===== src/rtl/otter_trap_ctrl_pkg.sv =====
// otter_trap_ctrl_pkg: CSR map, trap cause codes and FSM states for the machine-mode trap controller.
package otter_trap_ctrl_pkg;
    localparam logic [11:0] CSR_MSTATUS  = 12'h300;
    localparam logic [11:0] CSR_MIE      = 12'h304;
    localparam logic [11:0] CSR_MTVEC    = 12'h305;
    localparam logic [11:0] CSR_MSCRATCH = 12'h340;
    localparam logic [11:0] CSR_MEPC     = 12'h341;
    localparam logic [11:0] CSR_MCAUSE   = 12'h342;
    localparam logic [11:0] CSR_MTVAL    = 12'h343;
    localparam logic [11:0] CSR_MIP      = 12'h344;

    localparam logic [3:0] MCAUSE_SEL_NONE           = 4'd0;
    localparam logic [3:0] MCAUSE_SEL_INST_MISALIGN  = 4'd1;
    localparam logic [3:0] MCAUSE_SEL_ILLEGAL        = 4'd2;
    localparam logic [3:0] MCAUSE_SEL_BREAKPOINT     = 4'd3;
    localparam logic [3:0] MCAUSE_SEL_LOAD_MISALIGN  = 4'd4;
    localparam logic [3:0] MCAUSE_SEL_STORE_MISALIGN = 4'd5;

    localparam logic [31:0] MCAUSE_INST_MISALIGN  = 32'd0;
    localparam logic [31:0] MCAUSE_ILLEGAL        = 32'd2;
    localparam logic [31:0] MCAUSE_BREAKPOINT     = 32'd3;
    localparam logic [31:0] MCAUSE_LOAD_MISALIGN  = 32'd4;
    localparam logic [31:0] MCAUSE_STORE_MISALIGN = 32'd6;
    localparam logic [31:0] MCAUSE_ECALL_M        = 32'd11;
    localparam logic [31:0] MCAUSE_MEXT_INT       = 32'h8000_000B;

    typedef enum logic [1:0] {
        TRAP_ST_RUN,
        TRAP_ST_TRAP,
        TRAP_ST_EXIT
    } trap_st_t;

    // Unknown nonzero selects are reported as illegal instructions.
    function automatic logic [31:0] excp_code(input logic [3:0] sel);
        return sel == MCAUSE_SEL_INST_MISALIGN  ? MCAUSE_INST_MISALIGN :
               sel == MCAUSE_SEL_BREAKPOINT     ? MCAUSE_BREAKPOINT :
               sel == MCAUSE_SEL_LOAD_MISALIGN  ? MCAUSE_LOAD_MISALIGN :
               sel == MCAUSE_SEL_STORE_MISALIGN ? MCAUSE_STORE_MISALIGN : MCAUSE_ILLEGAL;
    endfunction
endpackage


===== src/rtl/otter_trap_ctrl_if.sv =====
// otter_trap_ctrl_if: pipeline-facing signals of the trap controller (trap sources, CSR port, redirect).
interface otter_trap_ctrl_if;
    logic        i_instrn_valid;
    logic [3:0]  i_excp_sel;
    logic [31:0] i_trap_mtval;
    logic [31:0] i_pc_addr;
    logic        i_ecall;
    logic        i_mret;
    logic        i_ext_intr;
    logic        i_csr_we;
    logic [11:0] i_csr_addr;
    logic [31:0] i_csr_wdata;
    logic [31:0] o_csr_rdata;
    logic        o_redirect;
    logic [31:0] o_redirect_pc;
    logic        o_busy;

    modport master (
        output i_instrn_valid, i_excp_sel, i_trap_mtval, i_pc_addr, i_ecall, i_mret,
               i_ext_intr, i_csr_we, i_csr_addr, i_csr_wdata,
        input  o_csr_rdata, o_redirect, o_redirect_pc, o_busy
    );
    modport slave (
        input  i_instrn_valid, i_excp_sel, i_trap_mtval, i_pc_addr, i_ecall, i_mret,
               i_ext_intr, i_csr_we, i_csr_addr, i_csr_wdata,
        output o_csr_rdata, o_redirect, o_redirect_pc, o_busy
    );
endinterface


===== src/rtl/otter_sync_ff.sv =====
// otter_sync_ff: multi-flop synchronizer for a single asynchronous level.
module otter_sync_ff #(
    parameter int STAGES = 2
) (
    input  logic clk,
    input  logic rst,
    input  logic d,
    output logic q
);
    logic [STAGES-1:0] chain;
    always_ff @(posedge clk or posedge rst)
        if (rst) chain <= '0;
        else     chain <= {chain[STAGES-2:0], d};
    assign q = chain[STAGES-1];
endmodule


===== src/rtl/otter_trap_ctrl.sv =====
// otter_trap_ctrl: machine-mode trap CSRs plus the RUN/TRAP/EXIT sequencer that redirects the PC.
module otter_trap_ctrl
    import otter_trap_ctrl_pkg::*;
#(
    parameter logic [31:0] RESET_MTVEC = 32'h0000_0000,
    parameter int          SYNC_STAGES = 2
) (
    input logic i_clk,
    input logic i_rst,
    otter_trap_ctrl_if.slave bus
);
    trap_st_t    state;
    logic        meip, mie_b, mpie, meie;
    logic [31:0] mtvec, mepc, mcause, mtval, mscratch;
    logic        run_v, int_pend, is_exc, take_trap, take_mret, csr_wr;
    logic [31:0] trap_cause, trap_val, trap_pc, base;

    otter_sync_ff #(.STAGES(SYNC_STAGES)) u_sync (
        .clk(i_clk),
        .rst(i_rst),
        .d  (bus.i_ext_intr),
        .q  (meip)
    );

    assign run_v      = state == TRAP_ST_RUN && bus.i_instrn_valid;
    assign int_pend   = meip & meie & mie_b;
    assign is_exc     = bus.i_excp_sel != MCAUSE_SEL_NONE;
    assign take_trap  = run_v && (int_pend || is_exc || bus.i_ecall);
    assign take_mret  = run_v && bus.i_mret && !take_trap;
    assign csr_wr     = run_v && bus.i_csr_we && !take_trap;
    assign trap_cause = int_pend ? MCAUSE_MEXT_INT : is_exc ? excp_code(bus.i_excp_sel) : MCAUSE_ECALL_M;
    assign trap_val   = !int_pend && is_exc ? bus.i_trap_mtval : '0;
    assign base       = {mtvec[31:2], 2'b00};
    // Only interrupts are vectored; the cause's top bit is dropped from the offset.
    assign trap_pc    = int_pend && mtvec[1:0] == 2'b01 ? base + {trap_cause[29:0], 2'b00} : base;

    always_comb begin
        bus.o_csr_rdata = '0;
        case (bus.i_csr_addr)
            CSR_MSTATUS:  bus.o_csr_rdata = {24'b0, mpie, 3'b0, mie_b, 3'b0};
            CSR_MIE:      bus.o_csr_rdata = {20'b0, meie, 11'b0};
            CSR_MIP:      bus.o_csr_rdata = {20'b0, meip, 11'b0};
            CSR_MTVEC:    bus.o_csr_rdata = mtvec;
            CSR_MSCRATCH: bus.o_csr_rdata = mscratch;
            CSR_MEPC:     bus.o_csr_rdata = mepc;
            CSR_MCAUSE:   bus.o_csr_rdata = mcause;
            CSR_MTVAL:    bus.o_csr_rdata = mtval;
            default:      bus.o_csr_rdata = '0;
        endcase
    end

    always_ff @(posedge i_clk or posedge i_rst) begin
        if (i_rst) begin
            state             <= TRAP_ST_RUN;
            mie_b             <= 1'b0;
            mpie              <= 1'b0;
            meie              <= 1'b0;
            mtvec             <= RESET_MTVEC;
            mepc              <= '0;
            mcause            <= '0;
            mtval             <= '0;
            mscratch          <= '0;
            bus.o_redirect    <= 1'b0;
            bus.o_redirect_pc <= '0;
            bus.o_busy        <= 1'b0;
        end else begin
            if (csr_wr)
                case (bus.i_csr_addr)
                    CSR_MSTATUS:  {mpie, mie_b} <= {bus.i_csr_wdata[7], bus.i_csr_wdata[3]};
                    CSR_MIE:      meie <= bus.i_csr_wdata[11];
                    CSR_MTVEC:    mtvec <= {bus.i_csr_wdata[31:2], 1'b0, bus.i_csr_wdata[0]};
                    CSR_MSCRATCH: mscratch <= bus.i_csr_wdata;
                    CSR_MEPC:     mepc <= {bus.i_csr_wdata[31:2], 2'b00};
                    CSR_MCAUSE:   mcause <= bus.i_csr_wdata;
                    CSR_MTVAL:    mtval <= bus.i_csr_wdata;
                    default:      ;
                endcase
            case (state)
                TRAP_ST_RUN:
                    if (take_trap) begin
                        mepc              <= bus.i_pc_addr;
                        mcause            <= trap_cause;
                        mtval             <= trap_val;
                        mpie              <= mie_b;
                        mie_b             <= 1'b0;
                        bus.o_redirect    <= 1'b1;
                        bus.o_redirect_pc <= trap_pc;
                        bus.o_busy        <= 1'b1;
                        state             <= TRAP_ST_TRAP;
                    end else if (take_mret) begin
                        mie_b             <= mpie;
                        mpie              <= 1'b1;
                        bus.o_redirect    <= 1'b1;
                        bus.o_redirect_pc <= {mepc[31:2], 2'b00};
                        bus.o_busy        <= 1'b1;
                        state             <= TRAP_ST_EXIT;
                    end
                default: begin
                    bus.o_redirect <= 1'b0;
                    bus.o_busy     <= 1'b0;
                    state          <= TRAP_ST_RUN;
                end
            endcase
        end
    end
endmodule


===== src/flat_wrapper.sv =====
// flat-port wrapper written by rule: the top's interface ports become plain ports
module otter_trap_ctrl_flat import otter_trap_ctrl_pkg::*;
#(
    parameter logic [31:0] RESET_MTVEC = 32'h0000_0000,
    parameter int          SYNC_STAGES = 2
)
  (i_clk, i_rst, bus_i_instrn_valid, bus_i_excp_sel, bus_i_trap_mtval, bus_i_pc_addr, bus_i_ecall, bus_i_mret, bus_i_ext_intr, bus_i_csr_we, bus_i_csr_addr, bus_i_csr_wdata, bus_o_csr_rdata, bus_o_redirect, bus_o_redirect_pc, bus_o_busy);
  otter_trap_ctrl_if bus_i ();
  input logic i_clk;
  input logic i_rst;
  input wire logic [$bits(bus_i.i_instrn_valid)-1:0] bus_i_instrn_valid;
  input wire logic [$bits(bus_i.i_excp_sel)-1:0] bus_i_excp_sel;
  input wire logic [$bits(bus_i.i_trap_mtval)-1:0] bus_i_trap_mtval;
  input wire logic [$bits(bus_i.i_pc_addr)-1:0] bus_i_pc_addr;
  input wire logic [$bits(bus_i.i_ecall)-1:0] bus_i_ecall;
  input wire logic [$bits(bus_i.i_mret)-1:0] bus_i_mret;
  input wire logic [$bits(bus_i.i_ext_intr)-1:0] bus_i_ext_intr;
  input wire logic [$bits(bus_i.i_csr_we)-1:0] bus_i_csr_we;
  input wire logic [$bits(bus_i.i_csr_addr)-1:0] bus_i_csr_addr;
  input wire logic [$bits(bus_i.i_csr_wdata)-1:0] bus_i_csr_wdata;
  output wire logic [$bits(bus_i.o_csr_rdata)-1:0] bus_o_csr_rdata;
  output wire logic [$bits(bus_i.o_redirect)-1:0] bus_o_redirect;
  output wire logic [$bits(bus_i.o_redirect_pc)-1:0] bus_o_redirect_pc;
  output wire logic [$bits(bus_i.o_busy)-1:0] bus_o_busy;
  assign bus_i.i_instrn_valid = bus_i_instrn_valid;
  assign bus_i.i_excp_sel = bus_i_excp_sel;
  assign bus_i.i_trap_mtval = bus_i_trap_mtval;
  assign bus_i.i_pc_addr = bus_i_pc_addr;
  assign bus_i.i_ecall = bus_i_ecall;
  assign bus_i.i_mret = bus_i_mret;
  assign bus_i.i_ext_intr = bus_i_ext_intr;
  assign bus_i.i_csr_we = bus_i_csr_we;
  assign bus_i.i_csr_addr = bus_i_csr_addr;
  assign bus_i.i_csr_wdata = bus_i_csr_wdata;
  assign bus_o_csr_rdata = bus_i.o_csr_rdata;
  assign bus_o_redirect = bus_i.o_redirect;
  assign bus_o_redirect_pc = bus_i.o_redirect_pc;
  assign bus_o_busy = bus_i.o_busy;
  otter_trap_ctrl #(.RESET_MTVEC(RESET_MTVEC), .SYNC_STAGES(SYNC_STAGES)) u_core (.i_clk(i_clk), .i_rst(i_rst), .bus(bus_i));
endmodule

===== config.mk =====
export PLATFORM = sky130hd
export DESIGN_NAME = otter_trap_ctrl_flat
export DESIGN_NICKNAME = d
export VERILOG_FILES = /design/src/rtl/otter_trap_ctrl_pkg.sv /design/src/rtl/otter_trap_ctrl_if.sv /design/src/rtl/otter_sync_ff.sv /design/src/rtl/otter_trap_ctrl.sv /design/src/flat_wrapper.sv
export SDC_FILE = /design/constraint.sdc
export NUM_CORES = 1
export LEC_CHECK = 0
export CAP_MARGIN = 20
export CORE_MARGIN = 3
export CORE_UTILIZATION = 54
export DETAILED_ROUTE_END_ITERATION = 7
export PLACE_DENSITY = 0.84
export SYNTH_ARGS = -nofsm -noshare
export SYNTH_HDL_FRONTEND = slang
export SYNTH_SLANG_ARGS = --single-unit

===== constraint.sdc =====
create_clock -name i_clk -period 9.61 [get_ports i_clk]
set_clock_uncertainty 0.2 [all_clocks]
set_input_delay 2.4025 -clock i_clk [delete_from_list [all_inputs] [get_ports i_clk]]
set_output_delay 2.4025 -clock i_clk [all_outputs]
set_load 0.005 [all_outputs]

=== After elaboration in Yosys (flattened, before gate mapping) ===
Cells that the tools add are included.

* Bits in registers: 199
* Bits in latches: 0
* RAM bits: 0
* Bits in read-only memories: 0
* Bits of input ports: 119
* Output and inout port bits: 66
* Logic and storage cells: 86
* Memories kept: 0

* Add/subtract/negate cells: 1
* $mul: 0
* Div/mod/pow operators: 0
* Order comparisons: 0
* Eq/ne operators: 13
* Shifts and indexed selects: 0
* Multiplexer cells: 39
* Bitwise operators: 2
* Reduce and logical (&&, ||, !) cells: 19

{| class="wikitable"
|+ Operators by type and width
! operator !! number
|-
| $mux W32 || 21
|-
| $pmux W32 S8 || 1
|-
| $eq A12 B10 Y1 const B || 8
|-
| $add A32 B32 Y32 || 1
|-
| $mux W1 || 13
|-
| $eq A4 B3 Y1 const B || 2
|-
| $logic_and A1 B1 Y1 || 8
|-
| $reduce_and A2 Y1 || 4
|-
| $mux W2 || 3
|-
| $eq A4 B1 Y1 const B || 1
|-
| $eq A4 B2 Y1 const B || 1
|-
| $reduce_bool A4 Y1 || 1
|-
| $mux W3 || 1
|-
| $ne A3 B1 Y1 const B || 1
|-
| $and A1 B1 Y1 || 2
|-
| $logic_not A1 Y1 || 2
|-
| $logic_not A2 Y1 || 1
|-
| $logic_or A1 B1 Y1 || 2
|-
| $reduce_bool A2 Y1 || 1
|}

=== Longest topological paths before layout ===
* Word-level depth: 11
* Mapped depth: 11
* Mapped depth without buffers: 10

=== Cells and area by module ===
A second synthesis with hierarchy kept.

* Cell total of the unflattened synthesis: 1016
* Area, all modules: 10100.9 sq um

{| class="wikitable"
|+ Modules (own cells, without submodules)
! module !! instances !! cells each !! area each (sq um) !! seq. area each (sq um)
|-
| otter_trap_ctrl || 1 || 1013 || 10047.1 || 4879.7
|-
| otter_sync_ff || 1 || 3 || 53.8 || 50.0
|}

=== Worst setup path before layout ===
OpenSTA, ideal clock, no wires.

* Path kind: input to output
* Start: input bus_i_csr_addr[0]
* End: output bus_o_csr_rdata[13]
* Arrival time: 3.786 ns
* Required time: 7.008 ns
* Slack: 3.221 ns
* Stages on the path: 7
* Buffers on the path: 2
* Path through: buf_2 -> buf_1 -> mux2i_1 -> nor2_1 -> a21oi_1 -> nor2_1 -> a221o_1

* Word-level cells in the longest chain between the ends: 2
* Elaborated cells on any way between the ends: 9
* Classes of those cells: 8 x eq/ne; 1 x mux

{| class="wikitable"
|+ RTL lines
! item !! RTL line !! source
|-
| start: declaration || flat_wrapper.sv:19 || <nowiki>input wire logic [$bits(bus_i.i_csr_addr)-1:0] bus_i_csr_addr;</nowiki>
|-
| $eq A12 B10 Y1 || otter_trap_ctrl.sv:39 || <nowiki>case (bus.i_csr_addr)</nowiki>
|-
| $pmux W32 S8 (*) || otter_trap_ctrl.sv:39 ||
|-
| end: declaration || flat_wrapper.sv:21 || <nowiki>output wire logic [$bits(bus_i.o_csr_rdata)-1:0] bus_o_csr_rdata;</nowiki>
|}

Every way passes the cells marked *; elsewhere a longest branch is shown, timed or not.

=== Worst setup path in the final report ===
* Start: input bus_i_csr_addr[11]
* End: output bus_o_csr_rdata[18]

The elaborated chain is that of the path after synthesis.

==> results.toml <==
[worst_setup_path]
cp.required_ns = 7.01
worstSetupEndpointType = "output port"
path_cells = "clkdlybuf4s50_1 > nor3_1 > nand2_1 > nor3_2 > buf_4 > a22oi_1 > nand2_1 > clkdlybuf4s50_1"
r2r_setup_slack_ns = 6.03
crit_type = "input pin to output port"
r2r-start = "u_core.state[0]"
cp_slowest_stage_delay_ns = 0.58
cp_slowest_cell = "nor3_2"
worstRegToRegCells = 6
cp_num_buf_inv = 3
cp_top_family = "simple AND/OR/NAND/NOR gates"
endpoint = "bus_o_csr_rdata[18]"
startpoint = "bus_i_csr_addr[11]"
rr_endpoint = "u_core.mtval[30]"
crit_cells = 8
crit_path_max_fanout = 24
startpoint_type = "input pin"
cp.arrival_ns = 5.21

[power]
p_comb_share_pct = 12.2
p_int_mw = 1.34
p_per_area_nw_per_um2 = 141
power_leakage_nw = 5.59
switching_share_pct = 27.2
p_seq_share_pct = 49.8
peakVddDrop_v = 0.000127
fin_total_pwr_mw = 1.84
power.switching_mw = 0.502
clkPwrFrac_pct = 38.1

[routing]
wl_per_cell_um = 22.6
ant_nets = 0
wl_um = 33000
via_count = 9087
drtIter0Drc = 964
drcViolationCount = 0
drtPass1Iterations = 6
avgViaCountPerCell = 6.22

[cells_and_area]
n_antenna_cell = 0
drive_gt1_share_pct = 12.8
multiInputGateArea_sq_um = 5240
area_growth_pct = 23.6
layout.nets = 1311
register_area_sq_um = 4930
nFillCells = 1464

[synth]
netlist_instances = 1041
yosysMostFrequentCell = "dfrtp_1"
ys_seq_elements = 197
synth_edf_count = 0
synth.yosys.seq_area_share_pct = 46.5
ys_warn_count = 0
synth_ff_type = "dfrtp_1"
synth_top_area_cell = "dfrtp_1"
synthDistinctLibCells = 68
async_reset_ff_share_pct = 100
synthTopCellsByArea = "dfrtp_1 (46%), mux2i_1 (9.3%), mux2_2 (5.8%)"
synth_area_sq_um = 10600
synth_top_area_share_pct = 46.5
yosys-top-cells-count = "dfrtp_1 (197), nand2_1 (160), mux2i_1 (99)"
avgSynthCellArea_sq_um = 10.2

[sta]
tightest_slew_ns = 1.02
rsz0062_at_grt = "false"
final.setup.tns_ns = 0
max_freq_ghz = 0.128
relSlewSlack_pct = 31.7
min_period_over_period_pct = 81.3
hold_violations = 0
fin_crit_ns = 7.81
finalSetupViolCount = 0
slew_violations = 0

[placement]
dp_hpwl_um = 23100
place_congestion = 0.984
io_buffers = 182

[floorplanning]
die-area_sq_um = 21400
std_cell_rows = 50
core_sq_um = 19000
fp.dieH_um = 146
ios = 185
die_w_um = 146
start_util_pct = 55.8

[global_routing]
grt_max_degree = 122
gr-total-overflow = 0
grt_pass1_wl_um = 51500
grt_usage_pct = 30.5
antenna_found_initial = 0
grt_pass1_vias = 8995

[clock_network]
numCtsBuffers = 17
post_cts_buffers = 0
worst_skew_pair.late_latency_ns = 0.44
post_cts_resized = 0
cts_tree = "yes"
clkSinkCount = 197
clkTransAtPathRegs_ns = 0.07
cts.root.buffer_cell = "clkbuf_16"
cts.path.max_buffers = 2
hold_buffers = 0
htreeDepth = 4

[min_path]
holdCritPathClass = "flop to flop"

[status]
status = "complete, no violations"

[run]
cap_violations = 0
final cells by class:
type / count / share of cell area, %
clock buffers: 17 / 3.25
clock inverters: 15 / 1.13
inverters: 15 / 0.506
multi-input cells: 753 / 39.9
flip-flops and latches: 197 / 37.6
well taps: 260 / 2.48
repair buffers: 203 / 15.1
flip-flops by register name (all words and copies together) (netlist names):
name,cells
u_core.mie_b,1
u_core.u_sync.chain,2
u_core.mpie,1
u_core.bus.o_redirect,1
u_core.mepc,32
u_core.bus.o_redirect_pc,30
u_core.mtvec,31
u_core.meie,1
u_core.mtval,32
u_core.mcause,32
u_core.state,2
u_core.mscratch,32
power by group through the flow:
| stage | Combinational (mW) | Sequential [mW] | Clock [mW] |
|---|---|---|---|
| 6_report | 0.224 | 0.918 | 0.702 |
| 5_1_grt | 0.245 | 0.923 | 0.736 |
| 4_1_cts | 0.223 | 0.917 | 0.702 |
| 3_5_place_dp | 0.221 | 0.932 | 0 |
| 3_3_place_gp | 0.216 | 0.931 | 0 |
| 2_1_floorplan | 0.116 | 0.916 | 0 |
cells in the final DEF, fill, tap and decap left out, types with 3 or more instances in the layout:
cell type	count
dfrtp_1	197
clkdlybuf4s50_1	181
nand2_1	160
mux2i_1	99
o21ai_0	66
mux2_2	55
nor2_1	43
a22oi_1	42
o21ai_1	36
a21oi_1	33
nand3_1	21
xnor2_1	20
a21oi_2	19
buf_4	19
a221o_1	17
clkbuf_16	17
nor3_1	14
o2bb2ai_1	14
inv_1	13
xor2_1	9
nor4_1	7
mux2_1	6
nand4_1	6
nor2b_1	5
o22ai_1	5
clkinv_4	5
and3_1	4
and2_1	4
and4_1	4
ha_1	4
nand2b_1	3
nor4_4	3
nor3_2	3
a32oi_1	3
o31ai_1	3
inv_8	3
inv_6	3
logic make-up after synthesis:
family,synth area share (%)
AO/OA/AOI/OAI,15.8
XOR/XNOR,2.39
adder cells (fa/ha/maj),0.661
buffers and inverters,4.51
flip-flops,46.5
multiplexers,16.0
other,0.0354
AND/OR/NAND/NOR,14.2
per-layer routing:
metal | vias to the layer above | part of all wire (%) | global-route usage, %
met1 | 4473 | 42 | 44.8
met4 | 0 | 2.0 | 8.89
li1 | 4040 | - | -
met3 | 55 | 9.9 | 6.33
met2 | 519 | 46 | 46.2
met5 | - | 0 | 0
worst min path at each step:
stage                                      start                      to  slack, ns  cells past startpoint
after CTS                 u_core.u_sync.chain[0]  u_core.u_sync.chain[1]       0.16                      0
final                     u_core.u_sync.chain[0]  u_core.u_sync.chain[1]       0.16                      0
after floorplan           u_core.u_sync.chain[0]  u_core.u_sync.chain[1]       0.13                      0
after global routing      u_core.u_sync.chain[0]  u_core.u_sync.chain[1]       0.18                      0
after detailed placement  u_core.u_sync.chain[0]  u_core.u_sync.chain[1]       0.14                      0
after global placement    u_core.u_sync.chain[0]  u_core.u_sync.chain[1]       0.15                      0
through the flow:
stage / instances / instance area, sq um / util (%) / setup WS [ns] / hold WS, ns
global route: 1460 / 13100 / 68.9 / 1.64 / 0.175
floorplan: 1042 / 10600 / - / 1.64 / 0.131
finish: 1460 / 13100 / 68.9 / 1.80 / 0.161
global placement: 1425 / 12500 / 65.8 / 1.90 / 0.148
detailed placement: 1425 / 12500 / 65.8 / 1.87 / 0.139
CTS: 1457 / 13100 / 68.8 / 1.84 / 0.161
Note: power is estimated with default switching activity, not from simulation.
